<file path="src/rtl/riscv_ex_pipe.sv">
`default_nettype none
// ============================================================================
// Module   : riscv_ex_pipe
// Purpose  : RV32 execute stage bracketed by the ID/EX and EX/MEM pipeline
//            registers. It contains operand forwarding, the ALU, the branch
//            compare and the branch/jump redirect.
// Ports    : clk, rst             - clock, synchronous active-high reset
//            stall_i, flush_i     - per-stage controls, bits [2]=ID/EX, [3]=EX/MEM
//            pc_i .. wb_mem_sel_i - decoded instruction from ID
//            memwb_*_i            - MEM/WB writeback, used for forwarding
//            br_addr_o, br_jmp_en_o - redirect target and enable (EX stage)
//            exmem_*_o            - EX/MEM register contents
// Config   : FORWARDING_EN - when defined, EX/MEM and MEM/WB results are
//            forwarded to the ALU/branch operands; otherwise the operands
//            come straight from the register file data.
// Revision : 1.0 - initial release
// ============================================================================
module riscv_ex_pipe (
    input  logic        clk,
    input  logic        rst,
    input  logic [4:0]  stall_i,
    input  logic [4:0]  flush_i,
    input  logic [31:0] pc_i,
    input  logic [4:0]  r1_i,
    input  logic [4:0]  r2_i,
    input  logic [4:0]  rd_i,
    input  logic [31:0] d1_i,
    input  logic [31:0] d2_i,
    input  logic [31:0] imm_i,
    input  logic [2:0]  ex_f3_i,
    input  logic [6:0]  ex_f7_i,
    input  logic        ex_imm_sel_i,
    input  logic        ex_pc_sel_i,
    input  logic        ex_jmp_i,
    input  logic        ex_br_i,
    input  logic        mem_re_i,
    input  logic        mem_wr_i,
    input  logic [2:0]  mem_f3_i,
    input  logic        wb_reg_wr_i,
    input  logic        wb_mem_sel_i,
    input  logic [4:0]  memwb_rd_i,
    input  logic [31:0] memwb_wdata_i,
    input  logic        memwb_wb_reg_wr_i,
    output logic [31:0] br_addr_o,
    output logic        br_jmp_en_o,
    output logic [4:0]  exmem_rd_o,
    output logic [31:0] exmem_alu_o,
    output logic [31:0] exmem_wdata_o,
    output logic        exmem_mem_re_o,
    output logic        exmem_mem_wr_o,
    output logic        exmem_wb_reg_wr_o,
    output logic        exmem_wb_mem_sel_o,
    output logic [2:0]  exmem_mem_f3_o
);

    localparam logic [31:0] c_PC_STEP = 32'd4;

    typedef struct packed {
        logic [31:0] pc;
        logic [4:0]  r1;
        logic [4:0]  r2;
        logic [4:0]  rd;
        logic [31:0] d1;
        logic [31:0] d2;
        logic [31:0] imm;
        logic [2:0]  f3;
        logic [6:0]  f7;
        logic        imm_sel;
        logic        pc_sel;
        logic        jmp;
        logic        br;
        logic        mem_re;
        logic        mem_wr;
        logic [2:0]  mem_f3;
        logic        wb_reg_wr;
        logic        wb_mem_sel;
    } idex_t;

    typedef struct packed {
        logic [4:0]  rd;
        logic [31:0] alu;
        logic [31:0] wdata;
        logic        mem_re;
        logic        mem_wr;
        logic        wb_reg_wr;
        logic        wb_mem_sel;
        logic [2:0]  mem_f3;
    } exmem_t;

    idex_t       r_idex;
    idex_t       w_idex_in;
    exmem_t      r_exmem;
    exmem_t      w_exmem_in;

    logic [31:0] w_fwd_rs1;
    logic [31:0] w_fwd_rs2;
    logic [31:0] w_op_a;
    logic [31:0] w_op_b;
    logic [4:0]  w_shamt;
    logic [31:0] w_sum;
    logic        w_force_add;
    logic [31:0] w_alu;
    logic        w_taken;
    logic [31:0] w_ex_result;

    assign w_idex_in = '{pc: pc_i, r1: r1_i, r2: r2_i, rd: rd_i,
                         d1: d1_i, d2: d2_i, imm: imm_i,
                         f3: ex_f3_i, f7: ex_f7_i,
                         imm_sel: ex_imm_sel_i, pc_sel: ex_pc_sel_i,
                         jmp: ex_jmp_i, br: ex_br_i,
                         mem_re: mem_re_i, mem_wr: mem_wr_i, mem_f3: mem_f3_i,
                         wb_reg_wr: wb_reg_wr_i, wb_mem_sel: wb_mem_sel_i};

    // ID/EX: flush beats stall so a squashed instruction cannot linger.
    always_ff @(posedge clk) begin
        if (rst) begin
            r_idex <= '0;
        end else if (flush_i[2]) begin
            r_idex <= '0;
        end else if (!stall_i[2]) begin
            r_idex <= w_idex_in;
        end
    end

    // Operand forwarding: the younger EX/MEM result wins over MEM/WB.
    always_comb begin
        w_fwd_rs1 = r_idex.d1;
        w_fwd_rs2 = r_idex.d2;
`ifdef FORWARDING_EN
        if (r_exmem.wb_reg_wr && (r_exmem.rd == r_idex.r1) && (r_idex.r1 != 5'd0)) begin
            w_fwd_rs1 = r_exmem.alu;
        end else if (memwb_wb_reg_wr_i && (memwb_rd_i == r_idex.r1) && (r_idex.r1 != 5'd0)) begin
            w_fwd_rs1 = memwb_wdata_i;
        end
        if (r_exmem.wb_reg_wr && (r_exmem.rd == r_idex.r2) && (r_idex.r2 != 5'd0)) begin
            w_fwd_rs2 = r_exmem.alu;
        end else if (memwb_wb_reg_wr_i && (memwb_rd_i == r_idex.r2) && (r_idex.r2 != 5'd0)) begin
            w_fwd_rs2 = memwb_wdata_i;
        end
`endif
    end

`ifndef FORWARDING_EN
    // Forwarding sources have no consumer in this build.
    logic w_unused_fwd;
    assign w_unused_fwd = ^{memwb_rd_i, memwb_wdata_i, memwb_wb_reg_wr_i, r_idex.r1, r_idex.r2};
`endif

    // Stage controls for other pipeline stages and non-decoding funct7 bits.
    logic w_unused_ctrl;
    assign w_unused_ctrl = ^{stall_i[4], stall_i[1:0], flush_i[4:3], flush_i[1:0],
                             r_idex.f7[6], r_idex.f7[4:0]};

    assign w_op_a      = r_idex.pc_sel  ? r_idex.pc  : w_fwd_rs1;
    assign w_op_b      = r_idex.imm_sel ? r_idex.imm : w_fwd_rs2;
    assign w_shamt     = w_op_b[4:0];
    assign w_sum       = w_op_a + w_op_b;
    // Address generation for jumps, branches and memory always needs ADD,
    // whatever funct3 happens to hold for those encodings.
    assign w_force_add = r_idex.jmp | r_idex.br | r_idex.mem_re | r_idex.mem_wr;

    always_comb begin
        w_alu = w_sum;
        case (r_idex.f3)
            3'b000: w_alu = (r_idex.f7[5] && !r_idex.imm_sel) ? (w_op_a - w_op_b) : w_sum;
            3'b001: w_alu = w_op_a << w_shamt;
            3'b010: w_alu = {31'd0, $signed(w_op_a) < $signed(w_op_b)};
            3'b011: w_alu = {31'd0, w_op_a < w_op_b};
            3'b100: w_alu = w_op_a ^ w_op_b;
            3'b101: w_alu = r_idex.f7[5] ? $unsigned($signed(w_op_a) >>> w_shamt)
                                         : (w_op_a >> w_shamt);
            3'b110: w_alu = w_op_a | w_op_b;
            3'b111: w_alu = w_op_a & w_op_b;
            default: w_alu = w_sum;
        endcase
        if (w_force_add) begin
            w_alu = w_sum;
        end
    end

    always_comb begin
        w_taken = 1'b0;
        case (r_idex.f3)
            3'b000: w_taken = (w_fwd_rs1 == w_fwd_rs2);
            3'b001: w_taken = (w_fwd_rs1 != w_fwd_rs2);
            3'b100: w_taken = ($signed(w_fwd_rs1) <  $signed(w_fwd_rs2));
            3'b101: w_taken = ($signed(w_fwd_rs1) >= $signed(w_fwd_rs2));
            3'b110: w_taken = (w_fwd_rs1 <  w_fwd_rs2);
            3'b111: w_taken = (w_fwd_rs1 >= w_fwd_rs2);
            default: w_taken = 1'b0;
        endcase
    end

    // JALR (register-relative jump) target has bit 0 cleared.
    assign br_addr_o   = {w_sum[31:1], w_sum[0] & ~(r_idex.jmp & ~r_idex.pc_sel)};
    assign br_jmp_en_o = r_idex.jmp | (r_idex.br & w_taken);

    // Jumps write back the link address.
    assign w_ex_result = r_idex.jmp ? (r_idex.pc + c_PC_STEP) : w_alu;

    assign w_exmem_in = '{rd: r_idex.rd, alu: w_ex_result, wdata: w_fwd_rs2,
                          mem_re: r_idex.mem_re, mem_wr: r_idex.mem_wr,
                          wb_reg_wr: r_idex.wb_reg_wr, wb_mem_sel: r_idex.wb_mem_sel,
                          mem_f3: r_idex.mem_f3};

    // EX/MEM: when only ID/EX is stalled, the instruction stays in EX and
    // will be re-executed, so a bubble goes downstream in its place.
    always_ff @(posedge clk) begin
        if (rst) begin
            r_exmem <= '0;
        end else if (stall_i[3]) begin
            r_exmem <= r_exmem;
        end else if (stall_i[2]) begin
            r_exmem <= '0;
        end else begin
            r_exmem <= w_exmem_in;
        end
    end

    assign exmem_rd_o         = r_exmem.rd;
    assign exmem_alu_o        = r_exmem.alu;
    assign exmem_wdata_o      = r_exmem.wdata;
    assign exmem_mem_re_o     = r_exmem.mem_re;
    assign exmem_mem_wr_o     = r_exmem.mem_wr;
    assign exmem_wb_reg_wr_o  = r_exmem.wb_reg_wr;
    assign exmem_wb_mem_sel_o = r_exmem.wb_mem_sel;
    assign exmem_mem_f3_o     = r_exmem.mem_f3;

endmodule
`default_nettype wire

</file>
<file path="config.mk">
export PLATFORM = sky130hd
export DESIGN_NAME = riscv_ex_pipe
export DESIGN_NICKNAME = d
export VERILOG_FILES = /design/src/rtl/riscv_ex_pipe.sv
export SDC_FILE = /design/constraint.sdc
export NUM_CORES = 1
export LEC_CHECK = 0
export ABC_CLOCK_PERIOD_IN_PS = 5470
export CAP_MARGIN = 20
export CELL_PAD_IN_SITES_DETAIL_PLACEMENT = 2
export CELL_PAD_IN_SITES_GLOBAL_PLACEMENT = 2
export CORE_AREA = 2 2 250 252
export CTS_BUF_LIST = sky130_fd_sc_hd__clkbuf_4 sky130_fd_sc_hd__clkbuf_8
export DETAILED_ROUTE_END_ITERATION = 12
export DIE_AREA = 0 0 252 254
export PLACE_DENSITY_LB_ADDON = 0.05
export SKIP_CTS_REPAIR_TIMING = 1
export SLEW_MARGIN = 20
export SYNTH_ARGS = -nofsm -noshare
export SYNTH_HDL_FRONTEND = slang
export SYNTH_SLANG_ARGS = --single-unit
</file>
<file path="constraint.sdc">
create_clock -name clk -period 5.47 [get_ports clk]
set_input_delay 1.094 -clock clk [delete_from_list [all_inputs] [get_ports clk]]
set_output_delay 1.094 -clock clk [all_outputs]
set_load 0.05 [all_outputs]
</file>
==> flow_metrics.tcl <==
set metrics [dict create \
    status "completed" \
    cp.arrival_ns 4.21 \
    rsz0062_at_grt "yes" \
    h-tree-depth 2 \
    peakVddDrop_uv 177 \
    fin_crit_sh_pct 97.0 \
    ys.flop_type "dfxtp_1" \
    wl_met3_um 7380 \
    async_flop_share_pct 0 \
    crit_path_end_kind "primary output" \
    yosysUniqueCellTypes 81 \
    grt_pass1_vias 23000 \
    fillCellCount 6947 \
    internal_power_mw 3.29 \
    grt_pass1_wl_um 158000 \
    path_max_fanout 16 \
    yosys_warnings 0 \
    vias 21800 \
    slew_headroom_pct 24.8 \
    synth-simple-area-share_pct 16.8 \
    synthCells 2538 \
    fin_hold_ws_ns 0.456 \
    wl_met1_um 49200 \
    cts_sinks 224 \
    setup_violations 0 \
    area_delta_synth_final_pct 29.5 \
    die_y_um 254 \
    finalMaxSlewViolations 0 \
    syn-cell-area_um2 19500 \
    tns_ns 0 \
    p_seq_share_pct 33.3 \
    worst_slack_ns 0.165 \
    io_pins 323 \
    start_util_pct 31.8 \
    syn_avg_cell_area_um2 7.68 \
    post-route-drc-count 0 \
    synth_compound_area_share_pct 24.1 \
    synth_xor_area_share_pct 3.42 \
    start_kind "flip-flop" \
    min_period_ns 5.30 \
    synth_mux_area_share_pct 17.6 \
    multiInputGateArea_um2 13900 \
    place_ws_ns 0.182 \
    crit_required_ns 4.38 \
    synth-edff-count 0 \
    yosysSeqAreaShare_pct 23.0 \
    numPortBuffers 261 \
    p_sw_share_pct 36.9 \
    wl_per_cell_um 29.9 \
    place_congestion 0.936 \
    gr-total-overflow 0 \
    synthAdderAreaFrac_pct 8.55 \
    core_um2 61300 \
    clk_latency_ns 0.68 \
    fp.dieArea_um2 64000 \
    layout-drive-gt1-share_pct 13.5 \
    cts_tree "yes" \
    dr_wl_met2_um 49200 \
    grt_use_total_pct 33.3 \
    dpl-instance-area_um2 24100 \
    finClkSkew_ns 0.0782 \
    cts_made_buffers 45 \
    r2r_cells 13 \
    powerDensity_nw_per_um2 207 \
    antenna_found_initial 13 \
    drt_iter0_drc 1563 \
    ys_ff_latch 224 \
    antenna_left 0 \
    rows 91 \
    synth_top_family_by_area "compound AO/OA/AOI/OAI gates" \
    fin_nets 3196 \
    comb_power_share_pct 32.0 \
    viasPerCell 5.93 \
    clkPwrFrac_pct 34.7 \
    path_class "flip-flop to primary output" \
    leakage_nw 10.6 \
    design_area_um2 25200 \
    routed_wl_um 110000 \
    clk_pin_slew_ns 0.06 \
    p_switching_mw 1.93 \
    regArea_um2 4490 \
    drtPass1Iterations 5 \
    tightest_slew_ns 1.13 \
    timing.fmax_ghz 0.189 \
    hold_path_class "flip-flop to flip-flop" \
    syn-num-nets 2884 \
    layout_common_cells "nor2_1, mux2i_1, clkdlybuf4s50_1, dfxtp_1, nand2_1" \
    drv_cap 0 \
    clockBufferDepth 3 \
    final_util_pct 41.2 \
    die-width_um 252 \
    final_common_cell "nor2_1" \
    final-hold-violation-count 0 \
    hold_depth 2 \
    cts_root_buf "clkbuf_8" \
    top_layer "met5" \
    grt_max_degree 116 \
    dp_hpwl_um 85800 \
]
registers in the layout, indices dropped and copies added (netlist names), 3 cells and up:
name	cells
r_idex	84
exmem_alu_o	32
exmem_wdata_o	32
w_fwd_rs1	32
w_fwd_rs2	32
exmem_rd_o	5
exmem_mem_f3_o	3
worst max-delay path, cell delays in order (launching register included):
cell and delay (ns):
dfxtp_2 0.39, buf_12 0.19, mux2i_2 0.39, inv_1 0.20, ha_1 0.30, a211oi_1 0.33, o21ai_1 0.25, nand3_1 0.21
a21oi_1 0.09, buf_4 0.17, a211oi_1 0.24, buf_4 0.18, o21bai_1 0.09, a21oi_1 0.19, xnor2_1 0.19, buf_12 0.18
cell families after synthesis:
logic type,count (synthesis)
AND/OR/NAND/NOR,748
multiplexers,330
XOR/XNOR,76
adder cells (fa/ha/maj),132
AO/OA/AOI/OAI,710
flip-flops,224
buffers and inverters,318
final cells by class:
| class | count | share of cell area [%] |
|---|---|---|
| multi-input cells | 1996 | 55.3 |
| repair buffers | 451 | 17.4 |
| clock inverters | 7 | 0.198 |
| clock buffers | 69 | 3.34 |
| diodes | 8 | 0.0793 |
| well taps | 790 | 3.92 |
| inverters | 132 | 1.97 |
| flip-flops and latches | 224 | 17.8 |
routing by layer:
layer,track usage [%],up-vias
li1,-,9782
met1,44.7,11100
met2,53.3,701
met3,6.35,198
met4,11.5,16
met5,0,-
cells in the mapped netlist, types with 19 or more instances:
library cell	n	area, um^2
ha_1	130	1630
xnor2_1	53	464
a221oi_1	19	166
buf_2	27	135
nand4_1	26	163
a21o_1	21	158
buf_1	21	78.8
xor2_1	23	201
nand2_1	188	706
o221ai_1	24	210
mux2i_1	301	3010
nor2_1	351	1320
a22oi_1	49	368
o21a_1	37	278
inv_1	123	462
clkbuf_1	131	492
a21oi_1	190	951
o211ai_1	38	285
a211oi_1	36	270
nand3_1	39	195
mux2_2	19	214
o21ai_0	140	701
dfxtp_1	224	4480
nor3_1	44	220
power by group through the flow:
| stage | logic [mW] | registers, mW | clock network (mW) |
|---|---|---|---|
| floorplan | 0.861 | 1.80 | 0 |
| global placement | 1.58 | 1.77 | 0 |
| detailed placement | 1.62 | 1.77 | 0 |
| CTS | 1.63 | 1.74 | 1.87 |
| global route | 1.76 | 1.74 | 1.93 |
| finish | 1.67 | 1.74 | 1.81 |
worst paths after layout:
| path | startpoint | to | slack [ns] |
|---|---|---|---|
| worst max-delay path | r_idex[9] | br_addr_o[25] | 0.17 |
| worst min-delay path | exmem_alu_o[22] | exmem_alu_o[22] | 0.46 |
| worst max register to register | r_idex[10] | exmem_alu_o[31] | 0.65 |
| worst min register to register | exmem_alu_o[22] | exmem_alu_o[22] | 0.46 |
stage by stage:
| step | instances | total power, mW |
|---|---|---|
| 2_1_floorplan | 2538 | 2.66 |
| 3_3_place_gp | 3577 | 3.35 |
| 3_5_place_dp | 3579 | 3.39 |
| 4_1_cts | 3655 | 5.24 |
| 5_1_grt | 3671 | 5.43 |
| 6_report | 3677 | 5.22 |
(Power assumes the default switching activity.)
